### src/rtl/pipe_stall_ctrl.sv
// Stall/flush scheduler for the 5-stage pipeline.
// Merges the ID load-use bubble and multi-cycle EX ops into one per-stage hold
// vector. Multi-cycle ops are sequenced by a down-counter FSM. A saturating
// counter tracks the number of stalled cycles.
module pipe_stall_ctrl #(
    parameter int unsigned CNT_W  = 6,
    parameter int unsigned PERF_W = 32
) (
    input  logic              clk,
    input  logic              rst,
    input  logic              stallreq_id_i,
    input  logic              ex_mc_start_i,
    input  logic [CNT_W-1:0]  ex_mc_cycles_i,
    input  logic              flush_i,
    output logic [5:0]        stall_o,
    output logic              flush_o,
    output logic              ex_mc_done_o,
    output logic              busy_o,
    output logic [PERF_W-1:0] stall_cycles_o
);

    typedef enum logic [1:0] {
        IDLE = 2'd0,
        BUSY = 2'd1,
        DONE = 2'd2
    } state_t;

    localparam logic [5:0] STALL_EX = 6'b001111;
    localparam logic [5:0] STALL_ID = 6'b000111;

    state_t              state_q, state_d;
    logic [CNT_W-1:0]    cnt_q, cnt_d;
    logic [PERF_W-1:0]   perf_q, perf_d;
    logic [CNT_W-1:0]    one_c;

    assign one_c = {{(CNT_W-1){1'b0}}, 1'b1};

    // State and counter registers, cleared asynchronously.
    always_ff @(posedge clk or negedge rst) begin
        if (!rst) begin
            state_q <= IDLE;
            cnt_q   <= '0;
            perf_q  <= '0;
        end else begin
            state_q <= state_d;
            cnt_q   <= cnt_d;
            perf_q  <= perf_d;
        end
    end

    // Next-state logic: the counter holds the BUSY cycles still to go.
    always_comb begin
        state_d = state_q;
        cnt_d   = cnt_q;
        unique case (state_q)
            IDLE: begin
                if (flush_i) begin
                    state_d = IDLE;
                end else if (ex_mc_start_i) begin
                    if (ex_mc_cycles_i <= one_c) begin
                        state_d = DONE;
                    end else begin
                        state_d = BUSY;
                        cnt_d   = ex_mc_cycles_i - one_c;
                    end
                end
            end
            BUSY: begin
                if (flush_i) begin
                    state_d = IDLE;
                end else if (cnt_q == one_c) begin
                    state_d = DONE;
                end else begin
                    cnt_d = cnt_q - one_c;
                end
            end
            DONE: begin
                state_d = IDLE;
            end
            default: begin
                state_d = IDLE;
            end
        endcase
    end

    // Output decode with priority flush > EX > ID; all outputs quiet in reset.
    always_comb begin
        stall_o      = '0;
        flush_o      = 1'b0;
        ex_mc_done_o = 1'b0;
        busy_o       = 1'b0;
        if (rst) begin
            busy_o = (state_q != IDLE);
            if (flush_i) begin
                flush_o = 1'b1;
            end else begin
                if ((state_q == IDLE && ex_mc_start_i) || state_q == BUSY) begin
                    stall_o = STALL_EX;
                end else if (stallreq_id_i) begin
                    stall_o = STALL_ID;
                end
                ex_mc_done_o = (state_q == DONE);
            end
        end
    end

    // Saturating stall-cycle counter; flush cycles never stall so are not counted.
    always_comb begin
        perf_d = perf_q;
        if (stall_o != 6'b0 && perf_q != '1) begin
            perf_d = perf_q + {{(PERF_W-1){1'b0}}, 1'b1};
        end
    end

    assign stall_cycles_o = perf_q;

endmodule
### config.mk
export PLATFORM = sky130hd
export DESIGN_NAME = pipe_stall_ctrl
export DESIGN_NICKNAME = d
export VERILOG_FILES = /design/src/rtl/pipe_stall_ctrl.sv
export SDC_FILE = /design/constraint.sdc
export NUM_CORES = 1
export LEC_CHECK = 0
export ABC_AREA = 1
export BUFFER_PORTS_ARGS = -buffer_cell sky130_fd_sc_hd__buf_2
export CAP_MARGIN = 0
export CORE_MARGIN = 2
export CORE_UTILIZATION = 56
export CTS_CLUSTER_DIAMETER = 30
export CTS_CLUSTER_SIZE = 14
export DETAILED_ROUTE_END_ITERATION = 8
export PLACE_DENSITY_LB_ADDON = 0.2
export SETUP_SLACK_MARGIN = 0.05
export SYNTH_ARGS = -nofsm -noshare
export SYNTH_HDL_FRONTEND = slang
export SYNTH_SLANG_ARGS = --single-unit
### constraint.sdc
create_clock -name clk -period 2 [get_ports clk]
set_input_delay 0.3 -clock clk [delete_from_list [all_inputs] [get_ports clk]]
set_output_delay 0.3 -clock clk [all_outputs]
set_load 0.005 [all_outputs]
Word level (Yosys, flattened, before mapping)
Index checks and enable logic that the tools add are counted.
Word-level totals
  latch bits: 0
  input bits: 11
  RAM bits: 0
  bits in read-only memories: 0
  memories: 0
  register bits after elaboration: 40
  word-level logic and storage cells: 48
  output and inout bits: 41
Cells by class
  shifts and indexed selects: 0
  bitwise operators: 0
  eq/ne operators: 11
  muxes and demuxes: 21
  reduce and logical (&&, ||, !) cells: 9
  $mul: 0
  add/sub/neg operators: 3
  divide/modulo/power cells: 0
  order comparisons: 1
Operators with widths (count)
  $add 32x1->32 const B: 1
  $ne 32x32->1 const B: 1
  $mux 6: 5
  $mux 4: 3
  $pmux 6 s2: 1
  $sub 6x1->6 const B: 2
  $mux 2: 5
  $ne 2x2->1 const B: 5
  $eq 6x1->1 const B: 1
  $le 6x1->1 const B: 1
  $ne 3x3->1 const B: 2
  $reduce_and 6->1: 1
  $reduce_bool 6->1: 1
  $mux 1: 5
  $pmux 2 s2: 1
  $reduce_bool 2->1: 2
  $mux 3: 1
  $eq 2x1->1 const B: 1
  $eq 2x2->1 const B: 1
  $logic_and 1x1->1: 2
  $logic_not 2->1: 1
  $reduce_and 2->1: 1
  $logic_or 1x1->1: 1

Logic depth before layout (Yosys ltp)
  word-level depth: 8
  depth in mapped cells: 11
  gate-level depth less buffers: 10

Worst setup path before layout
No wires, ideal clock.
  path type: register to register
  start: register perf_q[0] (netlist: stall_cycles_o[0])
  end: register perf_q[24] (netlist: stall_cycles_o[24])
  cell stages (with the launch flop): 12
  setup slack: 0.344 ns
  data arrival time: 1.540 ns
  library setup time: 0.116 ns
  period minus slack after synthesis: 1.656 ns
  path buffers: 1
  data required time: 1.884 ns
  cell sequence: dfrtp_1 -> ha_1 -> nand2_1 -> nor2_2 -> nand2_2 -> nor2_4 -> nand2_4 -> nand2_4 -> inv_4 -> buf_6 -> nand2_1 -> nand2_1
Between the ends
  longest elaborated chain between the ends: 2
  elaborated cells on any way between the ends: 3
  classes of those cells: 1 x add/sub; 1 x eq/ne; 1 x reduce/logical
RTL lines
  start, declared: RTL line 33  | logic [PERF_W-1:0] perf_q, perf_d;
  start signal, assigned: RTL line 47  | perf_q <= perf_d;
  branches (longest 2 deep; another with $add 32x1->32)
Parallel ways; which one is timed is not known.
A chain may end at the register's enable or synchronous reset.

Worst setup path in the final report
  start: register perf_q[1] (netlist: stall_cycles_o[1])
  end: register perf_q[28] (netlist: stall_cycles_o[28])
Same word-level chain as after synthesis.

==> flow_summary.json <==
{
  "leakagePower_nw": 1.758,
  "worstSetupStartpointType": "flop",
  "power.share.sequential_pct": 42.1,
  "clk_pin_slew_ns": 0.08,
  "drt.antenna.violating_nets": 0,
  "grt-ovfl-total": 0,
  "drt-pass1-iter-count": 5,
  "seq_area_mm2": 0.001001,
  "htreeDepth": 2,
  "cts_root_buffer": "clkbuf_8",
  "routedWlPerCell_um": 11.81,
  "dieWidth_um": 75.86,
  "hold_class": "input port to asynchronous set/reset pin",
  "pre_cts_ws_ns": 0.2117,
  "fin_ws_ns": 0.2409,
  "required_ns": 2.20,
  "multiInputGateArea_mm2": 0.001648,
  "synth_edf_count": 0,
  "cts_buffer_depth": 2,
  "period_minus_slack_ns": 1.759,
  "final-setup-viol-count": 0,
  "start_util_pct": 57.34,
  "fmax_ghz": 0.5685,
  "io_buffers": 49,
  "tritoncts": "yes",
  "synth_top_area_share_pct": 34.62,
  "outcome": "complete, no violations",
  "crit_slowest_cell": "dfrtp_1",
  "whs_ns": 0.1737,
  "grt_pass1_wl_um": 11500,
  "layout.nets": 536,
  "cp_cell_sequence": "ha_2, nand2_1, nor2_4, nand2_2, nor2_4, nand2_4, nand2_4, inv_4, nand2_1, nand2_1",
  "place_congestion": 0.9001,
  "dr.first_iter.drc_count": 168,
  "stdcell_count": 591,
  "end_kind": "flop",
  "cellInternalPower_mw": 1.630,
  "grt_pass1_vias": 2575,
  "slowest_delay_ns": 0.39,
  "power_density_mw_per_mm2": 738.4,
  "worstPathArrival_ns": 1.96,
  "p_clk_share_pct": 30.2,
  "dpl.cell_count": 583,
  "cap_violations": 0,
  "p_switching_mw": 0.8396,
  "antenna_cells": 0,
  "synthCells": 466,
  "setup_tns_ns": 0,
  "drive_above_1_share_pct": 14.97,
  "ys_types": 29,
  "cts_buffers": 5,
  "switching_share_pct": 34.00,
  "antenna_found_initial": 0,
  "synth_seq_cells": 40,
  "power_frac_comb_pct": 27.7,
  "die_h_um": 75.86,
  "maxSlewViolCount": 0,
  "timing.final.crit_share_pct": 87.95,
  "rrSetupSlack_ns": 0.24,
  "area_growth_syn_to_layout_pct": 15.66,
  "via_count": 2922,
  "fin_area_mm2": 0.003344,
  "cts_setup_buffers": 0,
  "dp_hpwl_um": 5337,
  "routed_via_density": 4.944,
  "synth_most_common_cell": "nand2_1",
  "crit_top_cell": "nand2_1",
  "worstSetupPathType": "flop to flop",
  "cts_hold_buf": 0,
  "yosys-top-cells-area": "dfrtp_1, nand2_1, nor2_1",
  "rows": 26,
  "crit_fanout": 27,
  "finalHoldViolCount": 0,
  "drt_drc_violations_left": 0,
  "max-slew-margin-rel_pct": 65.96,
  "fillCellCount": 480,
  "clk_latency_ns": 0.30,
  "core_area_mm2": 0.005042,
  "synthTopCellsByCount": "nand2_1, nor2_1, inv_1",
  "dieArea_mm2": 0.005754,
  "grt_usage_pct": 26.35,
  "rr_startpoint": "stall_cycles_o[1]$_DFFE_PN0P_",
  "grt_max_degree": 41,
  "reg2regPathDepth": 10,
  "final_util_pct": 66.33,
  "p_total_mw": 2.470,
  "worst_pin_slew_ns": 0.5106,
  "io_pins": 52,
  "r2r_end": "stall_cycles_o[28]$_DFFE_PN0P_",
  "ys.flop_type": "dfrtp_1",
  "wl_um": 6977,
  "ys_seq_area_share_pct": 34.62,
  "async_reset_ff_share_pct": 100.0,
  "yosysWarnings": 0,
  "skew_ns": 0.006901,
  "cts_resized": 0,
  "clock-sinks": 40,
  "dpl_cell_area_mm2": 0.003211,
  "vdd_drop_max_mv": 0.5239,
  "syn_avg_cell_area_um2": 6.205,
  "rsz0062_at_grt": "no",
  "yosysTopAreaCell": "dfrtp_1",
  "synth_area_mm2": 0.002892
}
[worst max-delay path, delay by kind of cell, from the launching register on]
kind                     cells  cell delay, ns
buffers and inverters        1            0.14
adder cells (fa/ha/maj)      1            0.22
AND/OR/NAND/NOR              8            0.89
flip-flops                   1            0.39
[cell families after synthesis]
kind of cell    share of synthesized area, %
buf+inv                                8.784
simple gates                           46.13
compound gates                         3.289
other cells                           0.1297
mux                                   0.3462
flops                                  34.62
fa+ha+maj                              2.164
xor+xnor                               4.544
[power groups by stage]
stage | Combinational (mW) | Clock [mW] | Sequential [mW]
floorplan | 0.483 | 0 | 1.03
global placement | 0.658 | 0 | 1.05
detailed placement | 0.679 | 0 | 1.05
CTS | 0.682 | 0.754 | 1.04
global route | 0.805 | 0.786 | 1.06
finish | 0.684 | 0.747 | 1.04
[how the worst max path moves through the flow]
stage	from	end	slack (ns)
after CTS	stall_cycles_o[1]$_DFFE_PN0P_	stall_cycles_o[28]$_DFFE_PN0P_	0.19
after global routing	stall_cycles_o[1]$_DFFE_PN0P_	stall_cycles_o[31]$_DFFE_PN0P_	0.06
after global placement	stall_cycles_o[1]$_DFFE_PN0P_	stall_cycles_o[2]$_DFFE_PN0P_	0.29
final	stall_cycles_o[1]$_DFFE_PN0P_	stall_cycles_o[28]$_DFFE_PN0P_	0.24
after detailed placement	stall_cycles_o[1]$_DFFE_PN0P_	stall_cycles_o[28]$_DFFE_PN0P_	0.21
after floorplan	stall_cycles_o[0]$_DFFE_PN0P_	stall_cycles_o[24]$_DFFE_PN0P_	0.34
[layer usage]
layer	GRT usage [%]	up-vias	share of wire, %
met4	8.772	0	2.3
met3	5.556	15	4.8
met2	44.92	76	47
met5	0	-	0
li1	-	1523	-
met1	33.06	1308	46
[sequential cells by signal, indices dropped and copies added (netlist names)]
signal and flops:
cnt_q 6, state_q 2, stall_cycles_o 32
[final cells by class]
cell class | count | share of cell area (%)
Clock buffer | 7 | 2.881
Clock inverter | 1 | 0.8979
Inverter | 47 | 5.350
Multi-Input combinational cell | 371 | 49.27
Sequential cell | 40 | 29.93
Tap cell | 70 | 2.619
Timing Repair Buffer | 55 | 9.053
[placed cells by master (no fill, tap or decap), types with 2 or more instances in the layout]
master / n
nand2_1: 223
nor2_1: 66
buf_2: 49
inv_1: 45
dfrtp_1: 40
nand3_1: 23
xnor2_1: 9
o21ai_0: 9
clkbuf_8: 7
xor2_1: 6
nand4_1: 6
nor2_2: 5
buf_4: 5
ha_1: 4
o21ai_1: 2
nor2_4: 2
nand2_4: 2
a21oi_1: 2
conb_1: 2
(Power assumes the default switching activity.)
